## src/rtl/vga_pkg.sv

```systemverilog
// rtl/vga_pkg.sv - shared VGA state encoding, counter widths and default 640x480 offsets.
package vga_pkg;

    typedef enum logic [1:0] {
        ST_SEARCH,
        ST_TRACK,
        ST_LOCKED
    } state_e;

    localparam int H_CNT_W = 10;
    localparam int V_CNT_W = 10;
    localparam int X_W     = 10;
    localparam int Y_W     = 9;
    localparam int ERR_W   = 16;
    localparam int MATCH_W = 3;

    localparam logic [H_CNT_W-1:0] H_CNT_MAX = '1;

    localparam int VGA_H_OFFSET    = 144;
    localparam int VGA_H_ACTIVE    = 640;
    localparam int VGA_V_OFFSET    = 35;
    localparam int VGA_V_ACTIVE    = 480;
    localparam int VGA_LOCK_FRAMES = 2;

endpackage

```

## src/rtl/vga_sync_edge.sv

```systemverilog
// rtl/vga_sync_edge.sv - strobe-qualified assertion-edge detector for an active-low sync.
module vga_sync_edge (
    input  logic clk,
    input  logic reset,
    input  logic strobe_i,
    input  logic sync_n_i,
    output logic edge_o
);

    // History resets low so a sync already asserted out of reset is not an edge.
    logic prev_q;

    always_ff @(posedge clk) begin
        if (reset) begin
            prev_q <= 1'b0;
        end else if (strobe_i) begin
            prev_q <= sync_n_i;
        end
    end

    assign edge_o = strobe_i & ~sync_n_i & prev_q;

endmodule

```

## src/rtl/vga_sync_decoder.sv

```systemverilog
// rtl/vga_sync_decoder.sv - VGA sync decoder: geometry measurement, lock FSM, pixel coordinate recovery.
// Optional saturating error counter enabled by VGA_DECODE_ERRCNT_EN.
module vga_sync_decoder
    import vga_pkg::*;
#(
    parameter int H_OFFSET    = VGA_H_OFFSET,
    parameter int H_ACTIVE    = VGA_H_ACTIVE,
    parameter int V_OFFSET    = VGA_V_OFFSET,
    parameter int V_ACTIVE    = VGA_V_ACTIVE,
    parameter int LOCK_FRAMES = VGA_LOCK_FRAMES
) (
    input  logic               clk,
    input  logic               reset,
    input  logic               pixel_strobe,
    input  logic               hsync_n,
    input  logic               vsync_n,
    output logic [X_W-1:0]     x,
    output logic [Y_W-1:0]     y,
    output logic               active,
    output logic               locked,
    output logic [H_CNT_W-1:0] line_len,
    output logic [V_CNT_W-1:0] frame_lines,
    output logic               sync_error,
    output logic [ERR_W-1:0]   err_count
);

    localparam int H_END = H_OFFSET + H_ACTIVE;
    localparam int V_END = V_OFFSET + V_ACTIVE;
    localparam logic [H_CNT_W-1:0] H_LO = H_CNT_W'(H_OFFSET);
    localparam logic [H_CNT_W:0]   H_HI = (H_CNT_W+1)'(H_END);
    localparam logic [V_CNT_W-1:0] V_LO = V_CNT_W'(V_OFFSET);
    localparam logic [V_CNT_W:0]   V_HI = (V_CNT_W+1)'(V_END);

    logic h_edge, v_edge, h_timeout, err_event;
    logic [H_CNT_W-1:0] h_cnt_q, h_cnt_d, line_len_q, line_len_d, h_len_now;
    logic [V_CNT_W-1:0] v_cnt_q, v_cnt_d, frame_lines_q, frame_lines_d;
    logic [H_CNT_W-1:0] prev_len_q, prev_len_d, ref_len_q, ref_len_d;
    logic [V_CNT_W-1:0] prev_lines_q, prev_lines_d, ref_lines_q, ref_lines_d;
    logic [MATCH_W-1:0] match_q, match_d, match_inc;
    state_e state_q, state_d;
    logic sync_error_q;
    logic h_in, v_in;

    vga_sync_edge u_h_edge (
        .clk      (clk),
        .reset    (reset),
        .strobe_i (pixel_strobe),
        .sync_n_i (hsync_n),
        .edge_o   (h_edge)
    );

    vga_sync_edge u_v_edge (
        .clk      (clk),
        .reset    (reset),
        .strobe_i (pixel_strobe),
        .sync_n_i (vsync_n),
        .edge_o   (v_edge)
    );

    assign h_len_now = h_cnt_q + H_CNT_W'(1);
    assign match_inc = match_q + MATCH_W'(1);

    always_comb begin
        h_cnt_d       = h_cnt_q;
        v_cnt_d       = v_cnt_q;
        line_len_d    = line_len_q;
        frame_lines_d = frame_lines_q;
        h_timeout     = 1'b0;
        if (pixel_strobe) begin
            if (h_edge) begin
                line_len_d = h_len_now;
                h_cnt_d    = '0;
                v_cnt_d    = v_cnt_q + V_CNT_W'(1);
            end else if (h_cnt_q == H_CNT_MAX) begin
                h_timeout = 1'b1;
            end else begin
                h_cnt_d = h_len_now;
            end
            // A vsync edge overrides the hsync increment on a shared strobe.
            if (v_edge) begin
                frame_lines_d = v_cnt_q;
                v_cnt_d       = '0;
            end
        end
    end

    always_comb begin
        state_d      = state_q;
        match_d      = match_q;
        prev_len_d   = prev_len_q;
        prev_lines_d = prev_lines_q;
        ref_len_d    = ref_len_q;
        ref_lines_d  = ref_lines_q;
        err_event    = 1'b0;
        if (v_edge) begin
            prev_len_d   = line_len_d;
            prev_lines_d = frame_lines_d;
        end
        case (state_q)
            ST_SEARCH: begin
                if (v_edge) begin
                    state_d = ST_TRACK;
                    match_d = '0;
                end
            end
            ST_TRACK: begin
                if (v_edge) begin
                    if (line_len_d == prev_len_q && frame_lines_d == prev_lines_q) begin
                        match_d = match_inc;
                        if (match_inc == MATCH_W'(LOCK_FRAMES)) begin
                            state_d     = ST_LOCKED;
                            ref_len_d   = line_len_d;
                            ref_lines_d = frame_lines_d;
                        end
                    end else begin
                        match_d = '0;
                    end
                end
            end
            ST_LOCKED: begin
                if ((h_edge && h_len_now != ref_len_q) || (v_edge && v_cnt_q != ref_lines_q)) begin
                    err_event = 1'b1;
                    state_d   = ST_TRACK;
                    match_d   = '0;
                end
            end
            default: state_d = ST_SEARCH;
        endcase
        if (h_timeout) begin
            state_d   = ST_SEARCH;
            match_d   = '0;
            err_event = (state_q == ST_LOCKED);
        end
    end

    // Next-state values equal current ones on strobe-less cycles, so only sync_error moves.
    always_ff @(posedge clk) begin
        if (reset) begin
            h_cnt_q       <= '0;
            v_cnt_q       <= '0;
            line_len_q    <= '0;
            frame_lines_q <= '0;
            prev_len_q    <= '0;
            prev_lines_q  <= '0;
            ref_len_q     <= '0;
            ref_lines_q   <= '0;
            match_q       <= '0;
            state_q       <= ST_SEARCH;
            sync_error_q  <= 1'b0;
        end else begin
            h_cnt_q       <= h_cnt_d;
            v_cnt_q       <= v_cnt_d;
            line_len_q    <= line_len_d;
            frame_lines_q <= frame_lines_d;
            prev_len_q    <= prev_len_d;
            prev_lines_q  <= prev_lines_d;
            ref_len_q     <= ref_len_d;
            ref_lines_q   <= ref_lines_d;
            match_q       <= match_d;
            state_q       <= state_d;
            sync_error_q  <= err_event;
        end
    end

    assign h_in = (h_cnt_q >= H_LO) && ({1'b0, h_cnt_q} < H_HI);
    assign v_in = (v_cnt_q >= V_LO) && ({1'b0, v_cnt_q} < V_HI);

    assign locked      = (state_q == ST_LOCKED);
    assign active      = locked & h_in & v_in;
    assign x           = active ? X_W'(h_cnt_q - H_LO) : '0;
    assign y           = active ? Y_W'(v_cnt_q - V_LO) : '0;
    assign line_len    = line_len_q;
    assign frame_lines = frame_lines_q;
    assign sync_error  = sync_error_q;

`ifdef VGA_DECODE_ERRCNT_EN
    logic [ERR_W-1:0] err_cnt_q;

    always_ff @(posedge clk) begin
        if (reset) begin
            err_cnt_q <= '0;
        end else if (sync_error_q && err_cnt_q != '1) begin
            err_cnt_q <= err_cnt_q + ERR_W'(1);
        end
    end

    assign err_count = err_cnt_q;
`else
    assign err_count = '0;
`endif

endmodule

```

## config.mk

```make
export PLATFORM = sky130hd
export DESIGN_NAME = vga_sync_decoder
export DESIGN_NICKNAME = d
export VERILOG_FILES = /design/src/rtl/vga_pkg.sv /design/src/rtl/vga_sync_edge.sv /design/src/rtl/vga_sync_decoder.sv
export SDC_FILE = /design/constraint.sdc
export NUM_CORES = 1
export LEC_CHECK = 0
export BUFFER_PORTS_ARGS = -buffer_cell sky130_fd_sc_hd__buf_2
export CAP_MARGIN = 20
export CORE_ASPECT_RATIO = 1.75
export CORE_UTILIZATION = 45
export CTS_CLUSTER_DIAMETER = 120
export DETAILED_ROUTE_END_ITERATION = 10
export PLACE_DENSITY = 0.69
export SYNTH_ARGS = -nofsm -noshare
export SYNTH_HDL_FRONTEND = slang
export SYNTH_SLANG_ARGS = --single-unit
```

## constraint.sdc

```tcl
create_clock -name clk -period 2.8 [get_ports clk]
set_input_delay 0.56 -clock clk [delete_from_list [all_inputs] [get_ports clk]]
set_output_delay 0.56 -clock clk [all_outputs]
set_load 0.05 [all_outputs]
```

# Yosys cells after proc, flatten, opt, wreduce, memory -nomap -nowiden

Index checks and enable logic that the tools add are counted.

Flip-flop bits (word level): 88
Latch bits: 0
Bits in writable memories: 0
ROM bits: 0
Bits of input ports: 5
Output and inout port bits: 58
Word-level logic and storage cells: 86
Memories: 0

Add/sub/neg operators: 5
Multipliers: 0
Divide/modulo/power cells: 0
Magnitude comparators: 4
Eq/ne operators: 14
Shifts and indexed selects: 0
Multiplexer cells: 27
Bitwise operators: 8
Reductions and logical operators: 15

Operator list:

| kind                                                                                 | count |
|---|---|
| 10-bit 2-to-1 mux                                                                    | 9 |
| 10-bit by 1-bit adder with 10-bit output, second input constant                      | 2 |
| 10-bit == test                                                                       | 2 |
| 10-bit < comparator, second input constant                                           | 2 |
| 10-bit != test                                                                       | 2 |
| 3-bit 2-to-1 mux                                                                     | 4 |
| 10-bit == test, second input constant                                                | 1 |
| 10-bit by 6-bit greater-or-equal comparator with 1-bit output, second input constant | 1 |
| 10-bit by 8-bit greater-or-equal comparator with 1-bit output, second input constant | 1 |
| 2-bit 2-to-1 mux                                                                     | 5 |
| 2-bit != test, second input constant                                                 | 5 |
| 10-bit by 8-bit subtractor with 10-bit output, second input constant                 | 1 |
| 9-bit 2-to-1 mux                                                                     | 1 |
| 3-bit case mux with 3 select lines                                                   | 1 |
| 9-bit by 6-bit subtractor with 9-bit output, second input constant                   | 1 |
| 4-bit AND reduction                                                                  | 2 |
| 1-bit bitwise AND                                                                    | 6 |
| 1-bit 2-to-1 mux                                                                     | 6 |
| 2-bit case mux with 3 select lines                                                   | 1 |
| 1-bit logical AND                                                                    | 5 |
| 5-bit AND reduction                                                                  | 1 |
| 2-bit AND reduction                                                                  | 2 |
| 3-bit by 1-bit adder with 3-bit output, second input constant                        | 1 |
| 3-bit by 2-bit == test with 1-bit output, second input constant                      | 1 |
| 9 further kinds                                                                      | 10 |

# Depth between registers and ports, before layout

Gate-level depths: netlist (run 1).

Depth after elaboration: 10
Mapped depth: 12
Depth with buffers taken out: 10

# Hierarchy

From an unflattened synthesis (run 1), not the netlist that was laid out.

Cells, all modules: 649
Area, all modules: 5426.5 um^2

By module, submodules not included:

| module           | instances | cells each | area each (um^2) | seq. area each (um^2) |
|---|---|---|---|---|
| vga_sync_decoder | 1         | 641        | 5338.9           | 1721.7 |
| vga_sync_edge    | 2         | 4          | 43.8             | 20.0 |

# Worst setup path after synthesis (run 1)

OpenSTA, ideal clock, no wires.

Path kind: register -> output
Start point: register state_q[1]
End point: output port x[7]
Arrival time: 2.899 ns
Data required time: 2.240 ns
Path slack: -0.659 ns
Cell stages (with the launch flop): 5
Path buffers: 0
Cells stage by stage: dfxtp_1 > inv_1 > nor2_1 > o2111ai_1 > nor3_1

Cells in the longest elaborated chain, start to end: 4

Ends and longest elaborated chain:

| item                            | RTL line                | text |
|---|---|---|
| start: declaration              | vga_sync_decoder.sv:40  | `state_e state_q, state_d;` |
| start signal: assignment        | vga_sync_decoder.sv:160 | `state_q <= state_d;` |
| 2-bit == test                   | vga_sync_decoder.sv:168 | `assign locked = (state_q == ST_LOCKED);` |
| named net locked                | vga_sync_decoder.sv:20  | `output logic locked,` |
| 1-bit bitwise AND (2 in series) | vga_sync_decoder.sv:169 | `assign active = locked & h_in & v_in;` |
| 10-bit 2-to-1 mux               | vga_sync_decoder.sv:170 | `assign x = active ? X_W'(h_cnt_q - H_LO) : '0;` |
| end: declaration                | vga_sync_decoder.sv:17  | `output logic [X_W-1:0] x,` |

The timed path passes the listed nets, and every way through them passes these cells.

# Worst setup path after layout (run 1)

Start point: register v_cnt_q[0]
End point: output port y[1]

Cells in the longest elaborated chain, start to end: 4
Elaborated cells on any way between the ends: 6
Those cells by class: 1 x add/sub; 2 x order compare; 1 x mux; 1 x bitwise; 1 x reduce/logical

Ends and longest elaborated chain:

| item                                                                                                 | RTL line                | text |
|---|---|---|
| start: declaration                                                                                   | vga_sync_decoder.sv:36  | `logic [V_CNT_W-1:0] v_cnt_q, v_cnt_d, frame_lines_q, frame_lines_d;` |
| start signal: assignment                                                                             | vga_sync_decoder.sv:152 | `v_cnt_q <= v_cnt_d;` |
| 10-bit by 6-bit greater-or-equal comparator with 1-bit output or 10-bit < comparator (tied branches) | vga_sync_decoder.sv:166 | `assign v_in = (v_cnt_q >= V_LO) && ({1'b0, v_cnt_q} < V_HI);` |
| 1-bit logical AND                                                                                    | vga_sync_decoder.sv:166 |  |
| 1-bit bitwise AND                                                                                    | vga_sync_decoder.sv:169 |  |
| 9-bit 2-to-1 mux (*)                                                                                 | vga_sync_decoder.sv:171 | `assign y = active ? Y_W'(v_cnt_q - V_LO) : '0;` |
| end: declaration                                                                                     | vga_sync_decoder.sv:18  | `output logic [Y_W-1:0] y,` |

Mark *: on every way between the ends. The rest lies on a longest branch, timed or not.

==> key figures, run 1 <==
Routing
  – WL/cell: 18.2 um
  – Avg Vias per Cell: 5.68
  – Met3 wire len: 795 um
  – Met2 WL: 9.60 mm
  – Post-route DRC: 0
  – DR top layer: met4
  – WL final: 17.8 mm
  – Via count: 5547
  – Remaining antenna violation count: 0
  – Pre-antenna DRT Iters: 5
  – Initial drt markers: 211
  – WL met1: 6.13 mm

Worst setup path
  – Slowest cell on the critical path: or4_4
  – Critical Path, Cell by Cell: ha_2, or4_4, nand2_4, nand2_4, nor2_4, o22ai_4, o2111ai_4, buf_6, inv_4, and2_4, buf_8
  – Worst path max stage delay: 0.47 ns
  – WP data required: 2.24 ns
  – Critical Path AT: 2.31 ns
  – Worst setup SP type: register
  – Worst setup path category: reg -> out
  – CP Capture Type: output pin
  – Worst path most repeated cell: nand2_4
  – Maximum fanout along the worst path: 7

Die
  – Ports: 63
  – Die Span Y: 149 um
  – Core area: 12000 um2
  – Die area: 12800 um2
  – Die span in x: 85.9 um
  – Initial Util: 46.2%
  – Row count: 53

Finish
  – Commonest non-fill, non-tap cell in the layout: buf_4
  – Share of post-route cells with drive strength above 1: 28.6%
  – Area Overhead vs Synth: 30.5%
  – Nets: 819
  – Diode count: 0
  – Most frequent cells in the layout: buf_4, dfxtp_1, nor2_1, nand2_1, a21oi_1
  – Cell Count, Final, Fillers Out: 976

Placed design
  – Cell Count Post-Placement: 948
  – Port Buffer Count: 46
  – Post-detail-place hpwl: 13.3 mm
  – Placer Congestion: 0.961

Logic synthesis
  – Yosys reg bits: 88
  – Sequential fraction of the synthesis area: 31.8%
  – Avg Inst Size Synth: 7.91 um2
  – Post-synth EDFFs: 0
  – Post-Syn Area: 5540 um2
  – Dominant synthesized flop cell: dfxtp_1
  – Post-synth ARST share: 0%
  – Netlist cell types: 68
  – Ys Warns: 0
  – Cells after Synth: 701

Clock network
  – Clk slew on worst S/H paths: 0.06 ns
  – TritonCTS clock tree: yes
  – Clk sink count: 88
  – Clock Latency Late Sink: 0.34 ns
  – Cts hold-fix bufs: 0
  – CTS H-Tree Depth: 3
  – CTS max path bufs: 2
  – Clock root cell: clkbuf_16
  – CTS buffer count: 9

Timing
  – Achievable frequency: 348 MHz
  – Hold WS: 0.471 ns
  – Fin crit period: 2.87 ns
  – Clock skew: 0.00632 ns
  – Unrepaired setup endpoints after global routing: true
  – Worst slew pin tran: 0.619 ns
  – Crit share post-route: 103%
  – Max-slew headroom: 58.3%
  – Final WS setup: -0.0745 ns
  – Endpoints failing setup: 19
  – Hold Fails Final Rpt: 0
  – Final Slew Violations: 0
  – Setup TNS: -0.683 ns

Outcome
  – Violated checks: setup timing
  – Status: finished with violations

GRT
  – First-pass GRT wire length: 26.9 mm
  – GRT Overall Usage: 27.7%
  – Vias in the first global route: 5338
  – GRT Residual Overflow: 0
  – Largest net degree at the start of global routing: 35
  – Initial antenna violation count: 0

Pwr
  – Pwr dens: 362 nW/um2
  – Pleak: 2.96 nW
  – Peak supply drop: 0.342 mV

Run
  – Max-cap violations: 0

Hold path
  – Hold Crit Class: reg -> reg
[Yosys cell counts, types with 4 or more instances]
cell type  number  share of area (%)
a2111oi_0       7                1.1
a211oi_1       12                1.6
a21oi_1        52                4.7
and4_1          4               0.63
buf_1           8               0.54
buf_2           6               0.54
buf_4          23                3.1
clkbuf_1       26                1.8
dfxtp_1        88                 32
ha_1            8                1.8
inv_1          15                1.0
mux2i_1        21                3.8
nand2_1        56                3.8
nand2b_1       41                4.6
nand3_1        27                2.4
nand3b_1       11                1.5
nand4_1        13                1.5
nor2_1         83                5.6
nor2b_1        18                2.0
nor3_1          9               0.81
nor4_1         10                1.1
o211ai_1        4               0.54
o21a_1          5               0.68
o21ai_0        21                1.9
o21ai_1        11               0.99
or3_1           8               0.90
xnor2_1        28                4.4
xor2_1         19                3.0
[state kept, by name, indices dropped and copies added, names as in the netlist]
register         count
frame_lines         10
h_cnt_q             10
line_len            10
prev_len_q          10
prev_lines_q        10
ref_len_q           10
ref_lines_q         10
v_cnt_q             10
match_q              3
state_q              2
sync_error           1
u_h_edge.prev_q      1
u_v_edge.prev_q      1
[cells by family after synthesis]
logic type,share of synthesized area (%)
adders and majority gates,1.81
AOI/OAI and AO/OA,16.7
xor gates and xnor gates,8.53
DFF,31.8
buffers and inverters,7.94
other,0.0676
muxes,3.79
and+or+nand+nor,29.4
[layout make-up]
| class | count | area (um2) |
|---|---|---|
| multi-input combinational | 545 | 3700 |
| fill | 1033 | 4770 |
| inverter | 15 | 65.1 |
| clock inverter | 7 | 46.3 |
| timing repair buffer | 147 | 1210 |
| sequential | 88 | 1770 |
| clock buffer | 9 | 225 |
| tap | 165 | 206 |
[per-layer routing]
layer / vias to the layer above / track usage [%]
met5: - / 0
met4: 0 / 21.8
met3: 67 / 4.98
met2: 212 / 51.5
met1: 2646 / 26.0
li1: 2622 / -
[where the power goes]
group | internal [mW] | switching [mW] | leakage [nW] | total (mW)
clock network | 0.601 | 0.523 | 0.139 | 1.12
logic | 0.0707 | 0.158 | 2.10 | 0.229
registers | 1.26 | 0.00880 | 0.713 | 1.27
[worst max-delay path: cells and delay by family, from the launching register on]
family / cells / cell delay (ns)
buffers and inverters: 3 / 0.34
and+or+nand+nor: 5 / 0.87
AOI/OAI and AO/OA: 2 / 0.28
adders and majority gates: 1 / 0.17
DFF: 1 / 0.32
[repair_timing]
| action | in CTS | in global routing |
|---|---|---|
| pin swaps | 16 | 22 |
| buffers inserted | 1 | 12 |
| endpoints found under the setup margin | 24 | 46 |
| gates resized for setup | 69 | 46 |
[path summary, 6_finish.rpt]
kind         depth (start not counted)  slack (ns)         endpoint            start
min                                  2        0.47  prev_lines_q[2]  prev_lines_q[2]
min reg2reg                          2        0.47  prev_lines_q[2]  prev_lines_q[2]
max reg2reg                         11        0.09     ref_len_q[8]       h_cnt_q[5]
max                                 11       -0.07             y[1]       v_cnt_q[0]
[through the flow]
stage | setup WS [ns] | instance area, um2 | power (mW) | utilization [%]
floorplan | -0.149 | 5690 | 1.47 | -
global route | -0.141 | 7230 | 2.70 | 60.3
finish | -0.0745 | 7230 | 2.62 | 60.3
CTS | -0.121 | 6960 | 2.63 | 58.0
global placement | -0.315 | 6450 | 1.51 | 53.7
detailed placement | -0.352 | 6450 | 1.51 | 53.7
Power figures use the tool's default switching activity.
==> run 2, diff against run 1 <==
--- a/config.mk
+++ b/config.mk
@@ -11,7 +11,7 @@
 export CORE_UTILIZATION = 45
 export CTS_CLUSTER_DIAMETER = 120
 export DETAILED_ROUTE_END_ITERATION = 10
-export PLACE_DENSITY = 0.69
+export PLACE_DENSITY = 0.71
 export SYNTH_ARGS = -nofsm -noshare
 export SYNTH_HDL_FRONTEND = slang
 export SYNTH_SLANG_ARGS = --single-unit
==> constraint.sdc (replaced) <==
create_clock -name clk -period 2.4 [get_ports clk]
set_input_delay 0.48 -clock clk [delete_from_list [all_inputs] [get_ports clk]]
set_output_delay 0.48 -clock clk [all_outputs]
set_load 0.05 [all_outputs]
==> key figures, run 2 (synthesis results as in run 1) <==
Finish
  – # fillers: 821 (-21%)
  – Area Overhead vs Synth: 53.0%
  – Diode count: 0 (unchanged)
  – Share of post-route cells with drive strength above 1: 41.6% (+13 points)
  – Nets: 895 (+9.3%)
  – Commonest non-fill, non-tap cell in the layout: buf_4
  – Finished Core Util: 70.7% (+10 points)
  – Most frequent cells in the layout: buf_4, dfxtp_1, nor2_1, nand2_1, a21oi_1

Worst setup path
  – Critical Path, Cell by Cell: buf_8, inv_8, ha_4, nand2_2, nor3_2, nand3_1, nand4_1, o2111ai_4, buf_12, clkinv_8, and2_4, buf_8
  – Critical Path Start: h_cnt_q[5]
  – WP data required: 1.92 ns (-0.32 ns)
  – Worst setup path category: reg -> out
  – Worst setup SP type: register
  – Maximum fanout along the worst path: 8 (+1)
  – CP Capture Type: output pin
  – Worst path most repeated cell: buf_8
  – Worst Path Buf+Inv: 5 (+2)
  – Critical Path AT: 2.41 ns (+0.10 ns)
  – RR Startpoint: h_cnt_q[1]
  – Slowest cell on the critical path: dfxtp_4
  – Delay-heaviest family, CP: simple AND/OR/NAND/NOR gates
  – Worst path max stage delay: 0.35 ns (-0.12 ns)

Timing
  – Unrepaired setup endpoints after global routing: true
  – Hold Fails Final Rpt: 0 (unchanged)
  – Max-slew headroom: 64.5% (+6.2 points)
  – Clock skew: 0.00593 ns (-0.000388 ns)
  – Crit share post-route: 120%
  – Worst slew pin tran: 0.529 ns (-0.0896 ns)
  – Achievable frequency: 346 MHz
  – Hold WS: 0.434 ns (-0.0374 ns)
  – Fin crit period: 2.89 ns
  – Final Slew Violations: 0 (unchanged)
  – Final WS setup: -0.490 ns (-0.416 ns)
  – Setup TNS: -13.71 ns (-13.03 ns)
  – Endpoints failing setup: 46 (+27)

Die
  – Initial Util: 46.2% (unchanged)
  – Row count: 53 (unchanged)
  – Ports: 63 (unchanged)
  – Die Span Y: 149 um (unchanged)
  – Core area: 12000 um2 (unchanged)
  – Die span in x: 85.9 um (unchanged)
  – Die area: 12800 um2 (unchanged)

GRT
  – Largest net degree at the start of global routing: 27 (-23%)
  – GRT Residual Overflow: 0 (unchanged)
  – First-pass GRT wire length: 30.5 mm (+13%)
  – Vias in the first global route: 6033 (+13%)
  – Initial antenna violation count: 0 (unchanged)
  – GRT Overall Usage: 30.8% (+3.0 points)

Routing
  – Remaining antenna violation count: 0 (unchanged)
  – WL/cell: 19.2 um (+5.1%)
  – Initial drt markers: 479 (+130%)
  – WL final: 20.2 mm (+13%)
  – Avg Vias per Cell: 5.74 (+1.0%)
  – Post-route DRC: 0 (unchanged)
  – Pre-antenna DRT Iters: 5 (unchanged)
  – Via count: 6041 (+8.9%)

Placed design
  – Placer Congestion: 0.943 (-1.9%)
  – Port Buffer Count: 46 (unchanged)
  – Pre-CTS setup slack: -0.487 ns (-0.135 ns)
  – Post-detail-place hpwl: 14.1 mm (+6.0%)

Hold path
  – Hold_sp: hsync_n
  – Hold Crit Class: in -> reg

Pwr
  – Pwr dens: 384 nW/um2 (+5.9%)
  – Final Total Pwr: 3.26 mW (+24%)
  – Peak supply drop: 0.472 mV (+38%)
  – Pleak: 3.40 nW (+15%)

Clock network
  – CTS buffer count: 9 (unchanged)
  – Clk sink count: 88 (unchanged)
  – TritonCTS clock tree: yes
  – Clk slew on worst S/H paths: 0.07 ns (about the same)
  – Cts hold-fix bufs: 0 (unchanged)
  – CTS H-Tree Depth: 3 (unchanged)
  – CTS max path bufs: 2 (unchanged)
  – Clock root cell: clkbuf_16
  – Clock Latency Late Sink: 0.33 ns (about the same)

Outcome
  – Status: finished with violations
  – Violated checks: setup timing

Run
  – Max-cap violations: 0 (unchanged)
run 2: timing repair:
action | in CTS | in global routing
setup endpoints to repair | 50 | 46
setup buffers | 26 | 14
gates cloned | 0 | 0
pin swaps | 56 | 28
gates resized for setup | 142 | 57
run 2: per-stage QoR:
stage | cell area [um2] | std cells
finish | 8480 | 1052
global route | 8480 | 1052
CTS | 8130 | 1039
detailed placement | 7020 | 998
global placement | 7020 | 998
floorplan | 5910 | 716
run 2: worst register-to-register path: stages, from the launching register on:
cell      delay [ns]
dfxtp_4         0.36
buf_4           0.10
buf_6           0.11
nand4_4         0.14
buf_4           0.18
o21ai_1         0.13
buf_4           0.15
mux2i_2         0.25
and4_1          0.23
nand4b_1        0.14
nor4_4          0.21
and2_4          0.25
buf_12          0.14
mux2i_1         0.20
run 2: path summary, 6_finish.rpt:
check	depth (start not counted)	end	slack (ns)
worst min-delay path	3	u_h_edge.prev_q	0.43
worst max register to register	13	ref_lines_q[4]	-0.26
worst min register to register	2	prev_lines_q[6]	0.47
worst max-delay path	12	y[1]	-0.49
run 2: cell type report:
cell class,count,area [um2],area share (%)
clock buffer,12,246,2.91
sequential,88,1790,21.1
inverter,15,85.1,1.00
tap,165,206,2.43
timing repair buffer,223,1880,22.1
clock inverter,4,53.8,0.634
multi-input combinational,545,4220,49.8
run 2: routing by layer:
layer / GRT usage, % / vias to the layer above / routed length, um
li1: - / 2775 / -
met1: 30.6 / 2912 / 6930
met2: 56.7 / 257 / 10800
met3: 3.93 / 97 / 821
met4: 23.3 / 0 / 1550
met5: 0 / - / 0
run 2: power breakdown:
group / leakage (nW) / switching (mW) / internal (mW) / total (mW)
clock network: 0.139 / 0.594 / 0.839 / 1.43
logic: 2.54 / 0.214 / 0.130 / 0.344
registers: 0.718 / 0.0115 / 1.47 / 1.48
total: 3.40 / 0.819 / 2.44 / 3.26
